## config.mk

```make
export PLATFORM = sky130hd
export DESIGN_NAME = pe_mac_fx
export DESIGN_NICKNAME = d
export VERILOG_FILES = /design/src/rtl/pe_mac_fx_pkg.sv /design/src/rtl/pe_mac_fx_shift_sat.sv /design/src/rtl/pe_mac_fx.sv
export SDC_FILE = /design/constraint.sdc
export NUM_CORES = 2
export LEC_CHECK = 0
export BUFFER_PORTS_ARGS = -buffer_cell sky130_fd_sc_hd__buf_2
export CAP_MARGIN = 10
export CORE_UTILIZATION = 42
export DETAILED_ROUTE_END_ITERATION = 10
export PLACE_DENSITY = 0.56
export SLEW_MARGIN = 5
export SYNTH_ARGS = -nofsm -noshare
export SYNTH_HDL_FRONTEND = slang
export SYNTH_SLANG_ARGS = --single-unit
```

## constraint.sdc

```tcl
create_clock -name clk -period 5.59 [get_ports clk]
set_input_delay 0.559 -clock clk [delete_from_list [all_inputs] [get_ports clk]]
set_output_delay 0.559 -clock clk [all_outputs]
set_load 0.1 [all_outputs]
```

## src/rtl/pe_mac_fx_pkg.sv

```systemverilog
// Shared definitions for the systolic MAC processing element: tag bit map,
// result-buffer states and width-generic sign-extend / saturate helpers.
package pe_pkg;

  localparam int unsigned TAG_VALID = 0;
  localparam int unsigned TAG_START = 1;
  localparam int unsigned TAG_FLUSH = 2;
  localparam int unsigned TAG_LAST  = 3;

  localparam logic [63:0] TAG_IDLE = '1;

  typedef enum logic {RES_EMPTY, RES_FULL} res_state_e;

  // Working width for helper arithmetic; must exceed ACC_WIDTH+1 and 2*WIDTH.
  localparam int unsigned PE_MAXW = 160;
  typedef logic signed [PE_MAXW-1:0] pe_wide_t;

  typedef struct packed {
    logic     clip;
    pe_wide_t val;
  } pe_sat_t;

  function automatic pe_wide_t sext(input pe_wide_t v, input int unsigned w);
    return (v <<< (PE_MAXW - w)) >>> (PE_MAXW - w);
  endfunction

  function automatic pe_sat_t sat_to(input pe_wide_t v, input int unsigned w);
    pe_sat_t  r;
    pe_wide_t hi;
    pe_wide_t lo;
    hi = (pe_wide_t'(1) <<< (w - 1)) - pe_wide_t'(1);
    lo = -hi - pe_wide_t'(1);
    r.clip = 1'b0;
    r.val  = v;
    if (v > hi) begin
      r.val  = hi;
      r.clip = 1'b1;
    end else if (v < lo) begin
      r.val  = lo;
      r.clip = 1'b1;
    end
    return r;
  endfunction

endpackage

```

## src/rtl/pe_mac_fx_shift_sat.sv

```systemverilog
// Accumulator readout: optional round-half-up (PE_ROUND_EN), arithmetic
// shift by FRAC and saturation to WIDTH with a clip flag. Purely combinational.
module pe_shift_sat
  import pe_pkg::*;
#(
  parameter int unsigned WIDTH     = 32,
  parameter int unsigned ACC_WIDTH = 72,
  parameter int unsigned FRAC      = 16
) (
  input  logic [ACC_WIDTH-1:0] acc_i,
  output logic [WIDTH-1:0]     val_o,
  output logic                 clip_o
);

  localparam int unsigned RND_SH = (FRAC > 0) ? FRAC - 1 : 0;

  pe_wide_t acc_w;
  pe_sat_t  rnd;
  pe_sat_t  outv;

  always_comb begin
    acc_w    = sext(pe_wide_t'(acc_i), ACC_WIDTH);
    rnd.clip = 1'b0;
    rnd.val  = acc_w;
`ifdef PE_ROUND_EN
    if (FRAC > 0) begin
      rnd = sat_to(acc_w + (pe_wide_t'(1) <<< RND_SH), ACC_WIDTH);
    end
`endif
    outv   = sat_to(rnd.val >>> FRAC, WIDTH);
    val_o  = outv.val[WIDTH-1:0];
    clip_o = rnd.clip | outv.clip;
  end

endmodule

```

## src/rtl/pe_mac_fx.sv

```systemverilog
// Systolic fixed-point MAC processing element: 1-cycle operand/tag forwarding,
// registered multiply, saturating accumulate, one-entry result buffer (PE_ROUND_EN selects readout rounding).
module pe_mac_fx
  import pe_pkg::*;
#(
  parameter int unsigned WIDTH     = 32,
  parameter int unsigned ACC_WIDTH = 72,
  parameter int unsigned FRAC      = 16,
  parameter int unsigned TAG_WIDTH = 8
) (
  input  logic                 clk,
  input  logic                 reset,
  input  logic [WIDTH-1:0]     a_i,
  input  logic [WIDTH-1:0]     b_i,
  input  logic [TAG_WIDTH-1:0] t_i,
  output logic [WIDTH-1:0]     a_o,
  output logic [WIDTH-1:0]     b_o,
  output logic [TAG_WIDTH-1:0] t_o,
  output logic [WIDTH-1:0]     s_o,
  output logic                 s_sat_o,
  output logic                 s_valid_o,
  input  logic                 s_ready_i,
  output logic                 ovf_o
);

  localparam int unsigned PW = 2 * WIDTH;

  logic [WIDTH-1:0]     a_q, a_d, b_q, b_d;
  logic [TAG_WIDTH-1:0] t_q, t_d;
  logic [PW-1:0]        p_q, p_d;
  logic [3:0]           tag_q, tag_d;
  logic [ACC_WIDTH-1:0] acc_q, acc_d;
  logic                 acc_sat_q, acc_sat_d;
  res_state_e           state_q, state_d;
  logic [WIDTH-1:0]     s_q, s_d;
  logic                 s_sat_q, s_sat_d;
  logic                 ovf_q, ovf_d;

  logic                 flush, start, cap, cap_sat;
  pe_wide_t             base_w, add_w;
  pe_sat_t              acc_res;
  logic [ACC_WIDTH-1:0] sum_acc;
  logic [WIDTH-1:0]     rd_val;
  logic                 rd_clip;

  // Forwarding and multiplier stage; a flush keeps only its FLUSH bit so stage 2 still sees it.
  always_comb begin
    a_d   = a_i;
    b_d   = b_i;
    t_d   = t_i;
    tag_d = t_i[3:0];
    p_d   = PW'($signed(a_i)) * PW'($signed(b_i));
    if (t_i[TAG_FLUSH]) begin
      a_d            = '0;
      b_d            = '0;
      p_d            = '0;
      tag_d          = '0;
      tag_d[TAG_FLUSH] = 1'b1;
    end
  end

  always_comb begin
    flush     = tag_q[TAG_FLUSH];
    start     = tag_q[TAG_START];
    base_w    = start ? '0 : sext(pe_wide_t'(acc_q), ACC_WIDTH);
    add_w     = tag_q[TAG_VALID] ? sext(pe_wide_t'(p_q), PW) : '0;
    acc_res   = sat_to(base_w + add_w, ACC_WIDTH);
    sum_acc   = acc_res.val[ACC_WIDTH-1:0];
    acc_d     = flush ? '0 : sum_acc;
    acc_sat_d = flush ? 1'b0 : ((acc_sat_q & ~start) | acc_res.clip);
    cap       = ~flush & tag_q[TAG_LAST];
    cap_sat   = acc_sat_d | rd_clip;
  end

  pe_shift_sat #(
    .WIDTH    (WIDTH),
    .ACC_WIDTH(ACC_WIDTH),
    .FRAC     (FRAC)
  ) u_shift_sat (
    .acc_i (sum_acc),
    .val_o (rd_val),
    .clip_o(rd_clip)
  );

  always_comb begin
    state_d = state_q;
    s_d     = s_q;
    s_sat_d = s_sat_q;
    ovf_d   = ovf_q;
    if (flush) begin
      state_d = RES_EMPTY;
      s_d     = '0;
      s_sat_d = 1'b0;
      ovf_d   = 1'b0;
    end else begin
      case (state_q)
        RES_EMPTY: begin
          if (cap) begin
            state_d = RES_FULL;
            s_d     = rd_val;
            s_sat_d = cap_sat;
          end
        end
        RES_FULL: begin
          // Draining and refilling in the same cycle loses nothing.
          if (cap && s_ready_i) begin
            s_d     = rd_val;
            s_sat_d = cap_sat;
          end else if (cap) begin
            ovf_d = 1'b1;
          end else if (s_ready_i) begin
            state_d = RES_EMPTY;
          end
        end
        default: state_d = RES_EMPTY;
      endcase
    end
  end

  always_ff @(posedge clk or negedge reset) begin
    if (!reset) begin
      a_q       <= '0;
      b_q       <= '0;
      t_q       <= TAG_IDLE[TAG_WIDTH-1:0];
      p_q       <= '0;
      tag_q     <= '0;
      acc_q     <= '0;
      acc_sat_q <= 1'b0;
      state_q   <= RES_EMPTY;
      s_q       <= '0;
      s_sat_q   <= 1'b0;
      ovf_q     <= 1'b0;
    end else begin
      a_q       <= a_d;
      b_q       <= b_d;
      t_q       <= t_d;
      p_q       <= p_d;
      tag_q     <= tag_d;
      acc_q     <= acc_d;
      acc_sat_q <= acc_sat_d;
      state_q   <= state_d;
      s_q       <= s_d;
      s_sat_q   <= s_sat_d;
      ovf_q     <= ovf_d;
    end
  end

  assign a_o       = a_q;
  assign b_o       = b_q;
  assign t_o       = t_q;
  assign s_o       = s_q;
  assign s_sat_o   = s_sat_q;
  assign s_valid_o = (state_q == RES_FULL);
  assign ovf_o     = ovf_q;

endmodule

```

[After elaboration in Yosys (flattened, before gate mapping)]
Index checks and enable logic that the tools add are counted.
Word-level totals
  register bits after elaboration: 248
  output and inout port bits: 107
Cells by class
  add/sub/neg operators: 1
  multipliers: 1
  order comparisons: 4
  equality and inequality tests: 3
  multiplexer cells: 30
  bitwise logic cells: 7
  reductions and logical operators: 5
Operators with widths (number)
  $mux W161: 4
  $mux W160: 2
  $add A160 B160 Y160: 1
  $gt A160 B72 Y1 const B: 1
  $lt A160 B72 Y1 const B: 1
  $mux W32: 5
  $mux W72: 1
  $mul A32 B32 Y64: 1
  $mux W64: 1
  $pmux W32 S2: 1
  $gt A56 B32 Y1 const B: 1
  $lt A56 B32 Y1 const B: 1
  $mux W1: 13
  $mux W4: 1
  $pmux W1 S2: 2
  $reduce_bool A2 Y1: 2
  $ne A3 B2 Y1 const B: 1
  $ne A3 B3 Y1 const B: 1
  $not A1 Y1: 3
  $reduce_and A3 Y1: 1
  $and A1 B1 Y1: 2
  $ne A2 B2 Y1 const B: 1
  $or A1 B1 Y1: 2
  $reduce_and A2 Y1: 1
  $logic_and A1 B1 Y1: 1

[Depth between registers and ports, before layout]
  word-level depth: 12
  mapped depth: 30

[Cells and area by module]
From an unflattened synthesis, not the netlist that was laid out.
Second synthesis, totals
  cells, all modules: 5574
  area total of the unflattened synthesis: 51127.8 µm²
Modules (own cells, without submodules)
  pe_mac_fx: instances 1, cells each 5478, area each 50313.3 µm², sequential area each 6216.0 µm²
  pe_shift_sat: instances 1, cells each 96, area each 814.5 µm², sequential area each 0.0 µm²

[Worst setup path before layout]
OpenSTA, ideal clock, no wires.
  kind: input to register
  start point: input b_i[2]
  end point: register p_q[61]
  setup time: 71 ps
  arrival time: 8534 ps
  required time: 5519 ps
  setup slack: -3015 ps
  cell stages on the path: 23
  buffers on the path: 1
  cell sequence: clkbuf_1 nand2_1 inv_1 fa_1 inv_1 fa_1 inv_1 fa_1 fa_1 fa_1 fa_1 fa_1 fa_1 ha_1 a21o_1 a21o_1 a21o_1 a21o_1 a21o_1 a21o_1 or4b_2 a21o_1 nand4_1
Between the ends
  cells in the longest elaborated chain, start to end: 2
Ends and longest elaborated chain
  start, declared: line pe_mac_fx.sv:14  | input logic [WIDTH-1:0] b_i,
  $mul A32 B32 Y64: line pe_mac_fx.sv:52  | p_d = PW'($signed(a_i)) * PW'($signed(b_i));
  $mux W64: line pe_mac_fx.sv:53  | if (t_i[TAG_FLUSH]) begin
  named net p_d[61]: line pe_mac_fx.sv:30  | logic [PW-1:0] p_q, p_d;
  end signal, assigned: line pe_mac_fx.sv:137  | p_q <= p_d;
  end, declared: line pe_mac_fx.sv:30
The timed path passes the listed nets, and every way through them passes these cells.
A chain may end at the register's enable or synchronous reset.

[Final worst setup path]
  start point: input b_i[6]
  end point: register p_q[55]
Same word-level chain as after synthesis.

==> impl_metrics.yaml <==
finish:
  mostFrequentLayoutCell: "inv_1"
  layout_common_cells: "inv_1, fa_1, nand2_1, buf_4, and2_1"
  nets: 7600
  nFillCells: 11160
  fin_area_um2: 62000
  layout-drive-gt1-share_pct: 20.4
  fin_cells: 7813
  area_delta_synth_final_pct: 22.8
job:
  maxCapViolCount: 0
detailed_routing:
  vias_per_cell: 5.15
  vias: 40232
  drt-initial-drc-count: 2767
  first_pass_iters: 6
  wl_mm: 167
  wl_per_cell_um: 21.3
  antenna_left: 0
  remaining_drc_errors: 0
die:
  io_pins: 182
  fp-row-count: 126
  die_w_um: 349
  die_y_um: 349
  core_area_um2: 119000
  initial_utilization_pct: 42.5
  dieArea_um2: 122000
global_routing:
  grt_pass1_vias: 42337
  grt_usage_pct: 27.8
  grt_max_degree: 143
  antenna_found_initial: 11
  grt_pass1_wl_mm: 256
  grt.overflow.total: 0
logic_synthesis:
  synth_cell_type_count: 94
  mappedNetlistNets: 7000
  synthArstFlopShare_pct: 100
  yosysSeqAreaShare_pct: 12.3
  syn-cell-area_um2: 50500
  synth_ff_type: "dfrtp_1"
  syn-instance-count: 5586
  ys_ff_latch: 248
  synth_area_per_cell_um2: 9.04
  yosysWarnings: 0
  synth_edf_count: 0
clocking:
  cts.path.max_buffers: 3
  clkLatencyLatePin_ns: 0.60
  cts_sinks: 248
  cts_root_buf: "clkbuf_16"
  cts.reportedPaths.clkPinSlew_ns: 0.06
  h-tree-depth: 2
  cts_inserted_buffers: 34
  cts_tree: "done"
sta:
  hold_viol_final: 0
  min_period_over_period_pct: 134
  relSlewSlack_pct: 40.8
  max_slew.worst_pin.slew_ns: 0.888
  period_needed_ns: 7.47
  clock.fmax_mhz: 134
  rsz0062_at_grt: "yes"
  maxSlewViolCount: 0
  fin_worst_skew_ns: 0.0345
  setup_slack_ns: -1.88
  finalSetupViolations: 53
  holdWs_ns: 0.0692
setup_path:
  criticalPathCategory: "primary input to flop"
  end_kind: "flop"
  slowest_stage: "or4_4"
  worst-path-max-fanout: 5
  cp.arrival_ns: 7.94
  slowest_delay_ns: 0.60
  cp.required_ns: 6.06
  cp-start-kind: "primary input"
  cp_common_cell: "fa_1"
place:
  placed_cells: 7667
  dpl_cell_area_um2: 58300
  place.port_buffers: 181
  gp_congestion: 0.935
  dp_hpwl_mm: 136
  dp_slack_ns: -3.01
status:
  violations: "setup timing"
  outcome: "finished, violations left"
hold_path:
  hold_path_class: "primary input to flop"
[registers in the layout, indices dropped and copies added, names as in the netlist]
register,flops
acc_q,72
p_q,64
a_o,32
b_o,32
s_o,32
t_o,8
tag_q,4
acc_sat_q,1
ovf_o,1
s_sat_o,1
s_valid_o,1
[layer usage]
layer	up-vias	share of wire [%]	global-route usage [%]
met2	1166	46	43.8
li1	18088	-	-
met5	-	0.025	0
met1	20761	45	39.6
met4	6	3.2	7.69
met3	211	6.5	4.58
[final cells by class]
| cell class | instances | area, um2 | area share, % |
|---|---|---|---|
| flip-flops and latches | 248 | 6220 | 10.0 |
| repair buffers | 864 | 7860 | 12.7 |
| well taps | 1600 | 2000 | 3.23 |
| multi-input cells | 3912 | 40500 | 65.3 |
| inverters | 1126 | 4230 | 6.81 |
| clock buffers | 46 | 976 | 1.57 |
| diodes | 2 | 5.00 | 0.00807 |
| clock inverters | 15 | 220 | 0.355 |
[final timing paths]
path,from,to,slack [ns],cells after the start
worst max-delay path,b_i[6],p_q[55]$_DFF_PN0_,-1.88,29
worst min-delay path,t_i[3],t_o[3]$_DFF_PN1_,0.07,1
worst max register to register,tag_q[1]$_DFF_PN0_,s_o[13]$_DFFE_PN0P_,0.36,16
worst min register to register,s_o[22]$_DFFE_PN0P_,s_o[22]$_DFFE_PN0P_,0.48,1
max in group asynchronous,reset,b_o[6]$_DFF_PN0_,3.80,3
min in group asynchronous,reset,acc_q[69]$_DFF_PN0_,0.55,2
[per-stage QoR]
stage	util (%)	TNS (ns)
after floorplan	-	-62.95
after global placement	49.1	-109.91
after detailed placement	49.1	-113.33
after CTS	51.4	-66.23
after global routing	52.2	-78.66
final	52.3	-69.36
[worst max-delay path: cells and delay by family]
family	cells	cell delay [ns]
fa+ha+maj	9	4.07
mux	1	0.28
compound gates	6	1.38
buf+inv	8	0.61
simple gates	5	1.02
[Yosys cell counts (all sizes together) (5+ instances only)]
master  number  area share (%)
a211o       22            0.38
a211oi      12            0.20
a21boi       7            0.10
a21o        91             1.4
a21oi      193             1.9
a221o       21            0.42
a221oi       6            0.13
a311o        5           0.099
a311oi       6            0.14
a31o         9            0.16
a31oi       24            0.30
and2       316             3.9
and3        17            0.22
and4        13            0.23
buf         25            0.24
clkbuf     275             2.0
dfrtp      240              12
dfstp        8            0.42
fa        1083              43
ha         256             6.3
inv       1126             8.4
mux2         5            0.11
nand2      881             6.6
nand2b      45            0.56
nand3       43            0.43
nand4       44            0.56
nor2       207             1.6
nor2b      173             2.1
nor3        54            0.54
nor3b        7            0.10
nor4        14            0.23
o211ai      11            0.16
o21a        19            0.28
o21ai       89            0.88
o21bai      23            0.34
o31ai       10            0.19
or2         10            0.12
or3          9            0.11
or4          8            0.12
xnor2       80             1.4
xor2        36            0.62
[timing repair]
action / in CTS / in global routing
hold buffers: 1 / 0
setup buffers: 40 / 42
pin swaps: 97 / 186
gates resized for setup: 213 / 190
endpoints found under the hold margin: 53 / 0
cloned: 8 / 3
endpoints found under the setup margin: 53 / 86
[cell families (layout without fill, tap and decap cells)]
group                      count (synthesis)  count (layout)  share of synthesized area [%]
and+or+nand+nor                         1854            1854                           17.6
buffers and inverters                   1426            2051                           10.7
adders and majority gates               1339            1339                           49.3
AOI/OAI and AO/OA                        596             596                           7.97
DFF                                      248             248                           12.3
xor gates and xnor gates                 116             116                           2.01
muxes                                      7               7                          0.151
other                                      0               2                              0
Power is left out: the tool's default activity adds up to more than one toggle a clock period on the data nets, which glitch-free logic cannot reach.
